### src/rtl/uart_receiver_if.sv
// Serial-side bundle for uart_receiver: oversampling tick and line in,
// received word and frame status out.
interface uart_receiver_if #(
  parameter int dataBits = 8
);
  logic                sTick;
  logic                rx;
  logic [dataBits-1:0] dout;
  logic                rxDoneTick;
  logic                frameErr;
  logic                busy;

  // Line/tick source side (the testbench or the baud-generator wrapper).
  modport master (
    output sTick, rx,
    input  dout, rxDoneTick, frameErr, busy
  );

  // Receiver side.
  modport slave (
    input  sTick, rx,
    output dout, rxDoneTick, frameErr, busy
  );
endinterface

### src/rtl/uart_receiver.sv
// UART receiver with 16x oversampling. The start bit is confirmed at its
// midpoint, and every later bit is sampled 16 ticks after the previous one.
// The stop-bit length is set in ticks by sbTick.
module uart_receiver #(
  parameter int dataBits = 8,
  parameter int sbTick   = 16
) (
  input  logic           clk,
  input  logic           reset,
  uart_receiver_if.slave bus
);
  localparam int NW = (dataBits > 1) ? $clog2(dataBits) : 1;

  localparam logic [1:0] IDLE  = 2'd0;
  localparam logic [1:0] START = 2'd1;
  localparam logic [1:0] DATA  = 2'd2;
  localparam logic [1:0] STOP  = 2'd3;

  localparam logic [3:0]    MID_START = 4'd7;
  localparam logic [3:0]    BIT_LAST  = 4'd15;
  localparam logic [3:0]    SB_LAST   = 4'(sbTick - 1);
  localparam logic [NW-1:0] N_LAST    = NW'(dataBits - 1);

  logic [1:0]          state;
  logic [3:0]          s;
  logic [NW-1:0]       n;
  logic [dataBits-1:0] b;
  logic [1:0]          syncFf;
  logic                rxSync;

  assign rxSync = syncFf[1];

  // Two-flop synchronizer for the asynchronous line. It resets to idle-high,
  // so reset can never look like a start bit.
  always_ff @(posedge clk or negedge reset) begin
    if (!reset) syncFf <= 2'b11;
    else        syncFf <= {syncFf[0], bus.rx};
  end

  // Frame FSM. rxDoneTick defaults low every cycle, so it is a one-cycle pulse.
  always_ff @(posedge clk or negedge reset) begin
    if (!reset) begin
      state          <= IDLE;
      s              <= '0;
      n              <= '0;
      b              <= '0;
      bus.dout       <= '0;
      bus.frameErr   <= 1'b0;
      bus.rxDoneTick <= 1'b0;
    end else begin
      bus.rxDoneTick <= 1'b0;
      case (state)
        IDLE: begin
          // A falling edge is acted on immediately, without waiting for a tick.
          if (!rxSync) begin
            state <= START;
            s     <= '0;
          end
        end
        START: begin
          if (bus.sTick) begin
            if (s == MID_START) begin
              s <= '0;
              if (!rxSync) begin
                state <= DATA;
                n     <= '0;
              end else begin
                // Line went high again before mid start bit: treat as a glitch.
                state <= IDLE;
              end
            end else begin
              s <= s + 4'd1;
            end
          end
        end
        DATA: begin
          if (bus.sTick) begin
            if (s == BIT_LAST) begin
              s <= '0;
              b <= {rxSync, b[dataBits-1:1]};
              if (n == N_LAST) state <= STOP;
              else             n     <= n + NW'(1);
            end else begin
              s <= s + 4'd1;
            end
          end
        end
        default: begin  // STOP
          if (bus.sTick) begin
            if (s == SB_LAST) begin
              state          <= IDLE;
              s              <= '0;
              bus.dout       <= b;
              bus.frameErr   <= ~rxSync;
              bus.rxDoneTick <= 1'b1;
            end else begin
              s <= s + 4'd1;
            end
          end
        end
      endcase
    end
  end

  // Busy means any frame activity, including an unconfirmed start bit.
  always_comb begin
    bus.busy = (state != IDLE);
  end
endmodule

### src/flat_wrapper.sv
// flat-port wrapper written by rule: the top's interface ports become plain ports
module uart_receiver_flat 
#(
  parameter int dataBits = 8,
  parameter int sbTick   = 16
)
  (clk, reset, bus_sTick, bus_rx, bus_dout, bus_rxDoneTick, bus_frameErr, bus_busy);
  uart_receiver_if #(.dataBits(dataBits)) bus_i ();
  input  logic clk;
  input  logic reset;
  input wire logic [$bits(bus_i.sTick)-1:0] bus_sTick;
  input wire logic [$bits(bus_i.rx)-1:0] bus_rx;
  output wire logic [$bits(bus_i.dout)-1:0] bus_dout;
  output wire logic [$bits(bus_i.rxDoneTick)-1:0] bus_rxDoneTick;
  output wire logic [$bits(bus_i.frameErr)-1:0] bus_frameErr;
  output wire logic [$bits(bus_i.busy)-1:0] bus_busy;
  assign bus_i.sTick = bus_sTick;
  assign bus_i.rx = bus_rx;
  assign bus_dout = bus_i.dout;
  assign bus_rxDoneTick = bus_i.rxDoneTick;
  assign bus_frameErr = bus_i.frameErr;
  assign bus_busy = bus_i.busy;
  uart_receiver #(.dataBits(dataBits), .sbTick(sbTick)) u_core (.clk(clk), .reset(reset), .bus(bus_i));
endmodule
### config.mk
export PLATFORM = sky130hd
export DESIGN_NAME = uart_receiver_flat
export DESIGN_NICKNAME = d
export VERILOG_FILES = /design/src/rtl/uart_receiver_if.sv /design/src/rtl/uart_receiver.sv /design/src/flat_wrapper.sv
export SDC_FILE = /design/constraint.sdc
export NUM_CORES = 1
export LEC_CHECK = 0
export CAP_MARGIN = 40
export CORE_ASPECT_RATIO = 1.5
export CORE_MARGIN = 2
export CORE_UTILIZATION = 40
export CTS_CLUSTER_DIAMETER = 200
export DETAILED_ROUTE_END_ITERATION = 10
export MAX_ROUTING_LAYER = met4
export SYNTH_ARGS = -nofsm -noshare
export SYNTH_HDL_FRONTEND = slang
export SYNTH_SLANG_ARGS = --single-unit
### constraint.sdc
create_clock -name clk -period 2.65 [get_ports clk]
set_input_delay 0.3975 -clock clk [delete_from_list [all_inputs] [get_ports clk]]
set_output_delay 0.3975 -clock clk [all_outputs]
set_load 0.005 [all_outputs]
Word level (Yosys, flattened, before mapping)
Index checks and enable logic that the tools add are counted.
{ "word_totals": {"regBits": 29, "word_cells": 62} }
{ "op_classes": {"bitwise_logic": 2, "reduce_logical": 11, "muxes": 26, "addsub": 2, "eq_ne": 13} }
{ "ops": {"columns": ["operator", "count"], "rows": [
  ["$mux 4", 5],
  ["$mux 2", 9],
  ["$mux 3", 6],
  ["$ne 2x2->1 const B", 5],
  ["$reduce_and 3->1", 3],
  ["$pmux 4 s2", 1],
  ["$reduce_and 8->1", 1],
  ["$reduce_and 7->1", 1],
  ["$ne 2x1->1 const B", 3],
  ["$pmux 2 s3", 1],
  ["$pmux 3 s2", 1],
  ["$reduce_bool 2->1", 3],
  ["$add 4x1->4 const B", 1],
  ["$eq 4x3->1 const B", 1],
  ["$eq 4x4->1 const B", 1],
  ["$add 3x1->3 const B", 1],
  ["$eq 3x3->1 const B", 1],
  ["$mux 1", 3],
  ["$reduce_bool 3->1", 1],
  ["$reduce_or 3->1", 1],
  ["$eq 2x1->1 const B", 1],
  ["$eq 2x2->1 const B", 1],
  ["$logic_not 2->1", 1],
  ["$not 1->1", 2]
]} }

Depth between registers and ports, before layout
Gate-level depths: netlist of run 1.
{ "logic_depth": {"word_depth": 5, "mapped_depth": 5} }

Least setup slack after synthesis of run 1
OpenSTA, ideal clock, no wires.
{ "synth_timing": {"path_type": "register -> register", "start": "register u_core.n[0]", "end": "register u_core.n[0]", "stages_incl_launch_ff": 6, "arrival_ns": 1.750, "setup_time_ns": 0.125, "n_path_buf": 0, "setup_slack_ns": 0.775, "synth_period_minus_slack_ns": 1.875, "cell_sequence": "dfrtp_1 ha_1 ha_1 or3b_1 a211o_1 mux2_4"} }
{ "synth_via": {"elab_chain_len": 5, "word_cells_on_any_way": 8} }
{ "synth_rtl": {"columns": ["item", "line_no", "text"], "rows": [
  ["start: declaration", "uart_receiver.sv:26", "logic [NW-1:0] n;"],
  ["start signal: assignment", "uart_receiver.sv:82", "else n <= n + NW'(1);"],
  ["$add 3x1->3", "uart_receiver.sv:82", null],
  ["$mux 3", "uart_receiver.sv:81", "if (n == N_LAST) state <= STOP;"],
  ["$mux 3", "uart_receiver.sv:78", "if (s == BIT_LAST) begin"],
  ["$mux 3", "uart_receiver.sv:77", "if (bus.sTick) begin"],
  ["$pmux 3 s2", "uart_receiver.sv:52", "case (state)"]
]} }
Parallel ways exist; a longest one is shown, timed or not. The select of a mux whose other input is x is not followed.
A chain may end at the register's enable or synchronous reset.

Final worst setup path of run 1
{ "layout_timing": {"start": "register u_core.state[0]", "end": "output bus_busy"} }
{ "layout_via": {"elab_chain_len": 1} }
{ "layout_rtl": {"columns": ["item", "line_no", "text"], "rows": [
  ["start: declaration", "uart_receiver.sv:24", "logic [1:0] state;"],
  ["start signal: assignment", "uart_receiver.sv:43", "state <= IDLE;"],
  ["start signal: assignment", "uart_receiver.sv:56", "state <= START;"],
  ["start signal: assignment", "uart_receiver.sv:65", "state <= DATA;"],
  ["$reduce_bool 2->1", "uart_receiver.sv:107", "bus.busy = (state != IDLE);"],
  ["end: declaration", "flat_wrapper.sv:16", "output wire logic [$bits(bus_i.busy)-1:0] bus_busy;"]
]} }
Every way passes these cells.

==> results of run 1 <==
worst register-to-register path: cells and delay by family, from the launching register on:
family | cells | cell delay [ns]
mux | 1 | 0.32
flops | 1 | 0.40
simple gates | 1 | 0.35
compound gates | 1 | 0.38
fa+ha+maj | 2 | 0.42
through the flow:
stage / worst slack, ns / power (W) / area, µm²
6_report: 0.590 / 0.00116 / 1570
5_1_grt: 0.440 / 0.00124 / 1570
3_3_place_gp: 0.464 / 0.000807 / 1480
2_1_floorplan: 0.775 / 0.000751 / 1310
4_1_cts: 0.583 / 0.00118 / 1570
3_5_place_dp: 0.452 / 0.000814 / 1480
placed cells by master (no fill, tap or decap), types with 2 or more instances in the layout:
master           netlist  layout
a21oi_1                2       2
xnor2_1                2       2
nand4_1                3       3
o21ai_0                4       4
buf_4                  0       2
mux2_4                 3       3
dfstp_2                2       2
nand3_1                3       3
clkbuf_8               0       6
dfrtp_1               27      27
nand2_1                2       2
or3b_1                 2       2
ha_1                   3       3
inv_1                  5       5
mux2_2                16      16
clkdlybuf4s50_1        0      14
nor3b_1                2       2
sequential cells by signal, indices dropped and copies added, names as in the netlist:
register,cells
u_core.b,8
u_core.state,2
u_core.s,4
u_core.bus.frameErr,1
u_core.bus.dout,8
u_core.syncFf,2
u_core.n,3
u_core.bus.rxDoneTick,1
metal layers:
| metal | track usage | part of all wire |
|---|---|---|
| met1 | 0.174 | 0.41 |
| met3 | 0.0361 | 0.039 |
| met4 | 0.0991 | 0.035 |
| met5 | - | 0 |
| met2 | 0.251 | 0.51 |
report_power, final:
part / internal (W) / switching [W]
Clock: 0.000205 / 0.000150
Combinational: 0.000117 / 0.000107
Sequential: 0.000491 / 0.0000878
Total: 0.000813 / 0.000345
logic make-up after synthesis:
family          Yosys count
flops                    29
mux                      20
simple gates             20
compound gates           16
buf+inv                  12
fa+ha+maj                 3
xor+xnor                  2
cell type report:
type                    count  area (µm²)  share of cell area
flip-flops and latches     29         728               0.464
multi-input cells          61         531               0.338
repair buffers             16         155              0.0989
clock buffers               7        86.3              0.0550
well taps                  40        50.0              0.0319
inverters                   5        18.8              0.0120
how the worst min path moves through the flow:
stage | to | slack [ns] | depth (start not counted) | start
floorplan | u_core.b[0]$_DFFE_PN0P_ | 0.10 | 0 | reset
global placement | u_core.syncFf[1]$_DFF_PN1_ | 0.35 | 0 | u_core.syncFf[0]$_DFF_PN1_
detailed placement | u_core.syncFf[1]$_DFF_PN1_ | 0.35 | 0 | u_core.syncFf[0]$_DFF_PN1_
CTS | u_core.syncFf[1]$_DFF_PN1_ | 0.36 | 0 | u_core.syncFf[0]$_DFF_PN1_
global route | u_core.syncFf[1]$_DFF_PN1_ | 0.36 | 0 | u_core.syncFf[0]$_DFF_PN1_
finish | u_core.syncFf[1]$_DFF_PN1_ | 0.35 | 0 | u_core.syncFf[0]$_DFF_PN1_
==> metrics.md, run 1 <==
| Metric | Value |
|---|---|
| Post-synth ARST share | `1.00` |
| # hold bufs at CTS | `0` |
| Starting Density | `0.419` |
| Routability congestion estimate | `0.781` |
| Post-CTS sizing | `0` |
| Crit-path max FO | `15` |
| Worst Reg-to-Reg Cells | `5` |
| Post-synth EDFFs | `0` |
| Critical Path RT | `2.25 ns` |
| Clock tree buffer depth | `2` |
| Hold crit path type | `register to register` |
| Initial antenna violation count | `0` |
| Area grow syn2layout | `19.7%` |
| Mapped Area | `1310 µm²` |
| Leak Pwr | `0.746 nW` |
| Fmax | `486 MHz` |
| Vias | `848` |
| Layout cells sized above 1 | `0.246` |
| Fin Hold WS | `0.354 ns` |
| CP delay by family, top | `buffers and inverters` |
| Rel. slew slack | `0.724` |
| Post-synth top area share | `0.515` |
| Final period util | `0.777` |
| Global-route wire length before repair | `4.11 mm` |
| Avg Vias per Cell | `5.37` |
| Post-CTS setup buffers | `0` |
| # IOs | `15` |
| Die area | `3760 µm²` |
| Synth Area in Simple Gates | `0.0964` |
| Status | `finished, final reports clean` |
| Crit path arrival time | `1.66 ns` |
| Post-Synth XOR/XNOR Area | `0.0134` |
| Max-cap violations | `0` |
| Critical path startpoint category | `register` |
| Core area | `3130 µm²` |
| Top post-synthesis cells by area | `dfrtp_1 (52%), mux2_2 (14%), dfstp_2 (4.0%)` |
| Overflow after GRT | `0` |
| Synth area leader | `dfrtp_1` |
| Row count | `25` |
| Reg2reg end | `u_core.n[1]$_DFFE_PN0P_` |
| Cells after Synth | `102` |
| RSZ-0062 raised after global routing | `no` |
| Crit Path Class | `register to output pin` |
| Initial DRT Pass Iterations | `4` |
| Reg-to-Reg Start | `u_core.n[0]$_DFFE_PN0P_` |
| Synth Area in Adders | `0.0286` |
| PwrDens | `738 nW/µm²` |
| Final net count | `125` |
| Sequential area share after synthesis | `0.555` |
| DRC violations left | `0` |
| Max IR drop VDD | `0.000494 V` |
| Routed Antenna Nets | `0` |
| Final slew viol count | `0` |
| Largest net degree at the start of global routing | `30` |
| DP Wirelength | `1.60 mm` |
| Routed wire length | `2.31 mm` |
| Worst path depth | `3` |
| WP buf/inv | `2` |
| CTS Root Cell | `clkbuf_8` |
| R2r setup slk | `0.67 ns` |
| CP startpoint | `u_core.state[0]$_DFFE_PN0P_` |
| IO Port Bufs | `14` |
| Gr usage total | `0.156` |
| Worst-margin pin slew | `0.409 ns` |
| CTS Buf Count | `5` |
| CP max stage cell | `dfrtp_1` |
| Layout Skew | `0.00959 ns` |
| Core Util, Final | `0.502` |
| Crit end category | `output pin` |
| Clk_lat worst skew | `0.28 ns` |
| Final hold vios | `0` |
| Yosys reg bits | `29` |
| Setup Viol. Count Final | `0` |
| Antenna diodes | `0` |
| TritonCTS clock tree | `yes` |
| Post-synthesis mux area share | `0.179` |
| Yosys warning total | `0` |
| Cells after DPL | `151` |
| Most frequent cell after synthesis | `dfrtp_1` |
| Clock transition at the registers of the reported paths | `0.06 ns` |
| Worst path max stage delay | `0.60 ns` |
| Main combinational cell family by area after synthesis | `multiplexers` |
| Clock Sinks | `29` |
| Die X | `50.8 µm` |
| Crit path capture | `bus_busy` |
| Most instantiated cells after synthesis | `dfrtp_1 (27), mux2_2 (16), buf_2 (6)` |
| Drt wl/cell | `14.6 µm` |
| Min cycle time layout | `2.06 ns` |
| Fill count | `298` |
| H-tree levels | `2` |
| DRT iter0 DRCs | `20` |
| Synth Area in Compound Gates | `0.0868` |
| Avg Synthesized Cell Area | `12.9 µm²` |
| Crit path cell chain | `nor2_1, inv_1, clkdlybuf4s50_1` |
| Vias in the first global route | `921` |
| Non-Filler Instances | `158` |
| Main synth FF type | `dfrtp_1` |
| TNS Setup | `0 ns` |
| Syn nets | `109` |
| Die Ht | `74.1 µm` |
| Distinct cells, synth | `35` |
No activity file was read; power rests on OpenSTA's default activity.
==> run 2, diff against run 1 <==
==> constraint.sdc (replaced) <==
create_clock -name clk -period 2 [get_ports clk]
set_input_delay 0.3 -clock clk [delete_from_list [all_inputs] [get_ports clk]]
set_output_delay 0.3 -clock clk [all_outputs]
set_load 0.005 [all_outputs]
==> metrics.md, run 2 (same netlist as run 1, synthesis figures left out) <==
| Metric | Value |
|---|---|
| Status | `finished, final reports clean` |
| Final period util | `0.972` |
| Tot Pwr | `0.00156 W (+34%)` |
| Final hold vios | `0 (unchanged)` |
| DRC violations left | `0 (unchanged)` |
| Placed inst area | `1510 µm² (+1.5%)` |
| Int Pwr | `0.00107 W (+31%)` |
| Max IR drop VDD | `0.000553 V (+12%)` |
| Vias | `867 (+2.2%)` |
| R2r setup slk | `0.06 ns (-0.61 ns)` |
| Die Ht | `74.1 µm (unchanged)` |
| Worst Reg-to-Reg Cells | `5 (unchanged)` |
| CP delay by family, top | `adder cells` |
| Setup Viol. Count Final | `0 (unchanged)` |
| CP max stage cell | `dfrtp_1` |
| Endpoint, Worst Hold | `u_core.syncFf[1]$_DFF_PN1_` |
| CTS Root Cell | `clkbuf_8` |
| Min cycle time layout | `1.94 ns` |
| Sw Pwr | `0.000489 W (+42%)` |
| Layout Skew | `0.00449 ns (-0.00509 ns)` |
| Die X | `50.8 µm (unchanged)` |
| Routed wire length | `2.35 mm (+1.7%)` |
| Final Instance Area | `1600 µm² (+2.1%)` |
| TritonCTS clock tree | `yes` |
| Initial DRT Pass Iterations | `4 (unchanged)` |
| Starting Density | `0.419 (unchanged)` |
| Clock Sinks | `29 (unchanged)` |
| Core area | `3130 µm² (unchanged)` |
| Final slew viol count | `0 (unchanged)` |
| Layout cells sized above 1 | `0.293 (+0.0469)` |
| DP Wirelength | `1.68 mm (+4.7%)` |
| Hold crit path type | `register to register` |
| WP buf/inv | `0 (-2)` |
| Routability congestion estimate | `0.780 (-0.12%)` |
| Reg-to-Reg Start | `u_core.n[0]$_DFFE_PN0P_` |
| # IOs | `15 (unchanged)` |
| TNS Setup | `0 ns (unchanged)` |
| Crit-path max FO | `3 (-12)` |
| Clock transition at the registers of the reported paths | `0.06 ns (about the same)` |
| Die area | `3760 µm² (unchanged)` |
| Sw frac | `0.314 (+0.0163)` |
| Max-cap violations | `0 (unchanged)` |
| Overflow after GRT | `0 (unchanged)` |
| Reg2reg end | `u_core.n[1]$_DFFE_PN0P_` |
| Crit Path Class | `register to register` |
| Vias in the first global route | `920 (-0.11%)` |
| Drt wl/cell | `14.4 µm (-1.4%)` |
| DRT iter0 DRCs | `20 (unchanged)` |
| Crit path top cell by count | `ha_1` |
| RSZ-0062 raised after global routing | `no` |
| Commonest cells after routing, fill and taps aside | `dfrtp_1 (27), mux2_2 (16), clkdlybuf4s50_1 (14)` |
| Comb pwr share | `0.222 (+0.028)` |
| PwrDens | `972 nW/µm² (+32%)` |
| Crit end category | `register` |
| Fin Hold WS | `0.355 ns (+0.000574 ns)` |
| H-tree levels | `2 (unchanged)` |
| Seq pwr share | `0.486 (-0.014)` |
| Final net count | `129 (+3.2%)` |
| Routed Antenna Nets | `0 (unchanged)` |
| Largest net degree at the start of global routing | `30 (unchanged)` |
| Clk_lat worst skew | `0.28 ns (about the same)` |
| CTS Buf Count | `5 (unchanged)` |
| Leak Pwr | `0.766 nW (+2.6%)` |
| Crit path cell chain | `ha_1, ha_1, or3b_1, a211o_1, mux2_4` |
| Critical Path RT | `2.16 ns (-0.09 ns)` |
| Worst path depth | `5 (+2)` |
| # hold bufs at CTS | `0 (unchanged)` |
| Fmax | `514 MHz` |
| Crit path arrival time | `2.11 ns (+0.45 ns)` |
| Top Registers | `u_core.b (8), u_core.bus.dout (8), u_core.s (4)` |
| Worst-margin pin slew | `0.358 ns (-0.0517 ns)` |
| HP Start | `u_core.syncFf[0]$_DFF_PN1_` |
| Worst path max stage delay | `0.39 ns (-0.21 ns)` |
| Area grow syn2layout | `22.1%` |
| Antenna diodes | `0 (unchanged)` |
| Gr usage total | `0.160 (+0.00402)` |
| Rel. slew slack | `0.759 (+0.0348)` |
| Row count | `25 (unchanged)` |
| Global-route wire length before repair | `4.24 mm (+3.0%)` |
| Most common cell after layout, fill and taps aside | `dfrtp_1` |
| Critical path startpoint category | `register` |
| Clk pwr share | `0.293 (-0.014)` |
| Clock tree buffer depth | `2 (unchanged)` |
| Hold path cells | `0 (unchanged)` |
| IO Port Bufs | `14 (unchanged)` |
| Avg Vias per Cell | `5.32 (-0.90%)` |
| Initial antenna violation count | `0 (unchanged)` |
-- run 2: layer usage --
| metal | GRT usage | vias up | part of all wire | wire, µm |
|---|---|---|---|---|
| met5 | - | - | 0 | 0 |
| met4 | 0.0721 | 0 | 0.023 | 55 |
| met3 | 0.0582 | 6 | 0.040 | 94 |
| met2 | 0.272 | 14 | 0.51 | 1190 |
| met1 | 0.165 | 440 | 0.43 | 1010 |
| li1 | - | 407 | - | - |
-- run 2: area by class of cell --
type                    instances  area [µm²]
fillers                       301        1530
flip-flops and latches         29         728
multi-input cells              61         533
repair buffers                 20         185
clock buffers                   5        68.8
well taps                      40        50.0
inverters                       5        18.8
clock inverters                 3        17.5
-- run 2: how the worst max path moves through the flow --
stage                                         end                     from  slack [ns]
after floorplan           u_core.n[0]$_DFFE_PN0P_  u_core.n[0]$_DFFE_PN0P_        0.12
after detailed placement  u_core.n[2]$_DFFE_PN0P_  u_core.n[0]$_DFFE_PN0P_        0.02
after global placement    u_core.n[0]$_DFFE_PN0P_  u_core.n[0]$_DFFE_PN0P_        0.09
after CTS                 u_core.n[2]$_DFFE_PN0P_  u_core.n[0]$_DFFE_PN0P_       0.001
after global routing      u_core.n[1]$_DFFE_PN0P_  u_core.n[0]$_DFFE_PN0P_       0.003
final                     u_core.n[1]$_DFFE_PN0P_  u_core.n[0]$_DFFE_PN0P_        0.06
-- run 2: power by group through the flow --
stage	Sequential [W]	Combinational, W	Clock (W)
finish	0.000756	0.000345	0.000456
global route	0.000767	0.000389	0.000503
CTS	0.000753	0.000345	0.000476
detailed placement	0.000765	0.000345	0
global placement	0.000762	0.000333	0
floorplan	0.000695	0.000299	0
-- run 2: metrics by stage --
stage | util | setup WS [ns] | std cells
4_1_cts | 0.509 | 0.000989 | 162
5_1_grt | 0.512 | 0.00330 | 163
6_report | 0.512 | 0.0554 | 163
3_5_place_dp | 0.481 | 0.0222 | 154
3_3_place_gp | 0.481 | 0.0946 | 154
2_1_floorplan | - | 0.125 | 102
-- run 2: timing repair --
item                       4_1_cts  5_1_grt
resized for setup                0        1
setup endpoints to repair        0        4
setup buffers                    0        1
==> run 3, diff against run 2 <==
--- a/config.mk
+++ b/config.mk
@@ -5,6 +5,7 @@
 export SDC_FILE = /design/constraint.sdc
 export NUM_CORES = 1
 export LEC_CHECK = 0
+export ABC_CLOCK_PERIOD_IN_PS = 2000
 export CAP_MARGIN = 40
 export CORE_ASPECT_RATIO = 1.5
 export CORE_MARGIN = 2
@@ -12,6 +13,8 @@
 export CTS_CLUSTER_DIAMETER = 200
 export DETAILED_ROUTE_END_ITERATION = 10
 export MAX_ROUTING_LAYER = met4
+export SKIP_CTS_REPAIR_TIMING = 1
+export SLEW_MARGIN = 20
 export SYNTH_ARGS = -nofsm -noshare
 export SYNTH_HDL_FRONTEND = slang
 export SYNTH_SLANG_ARGS = --single-unit
==> results of run 3 <==
Final layout, timing and power as in run 2 (identical DEF).
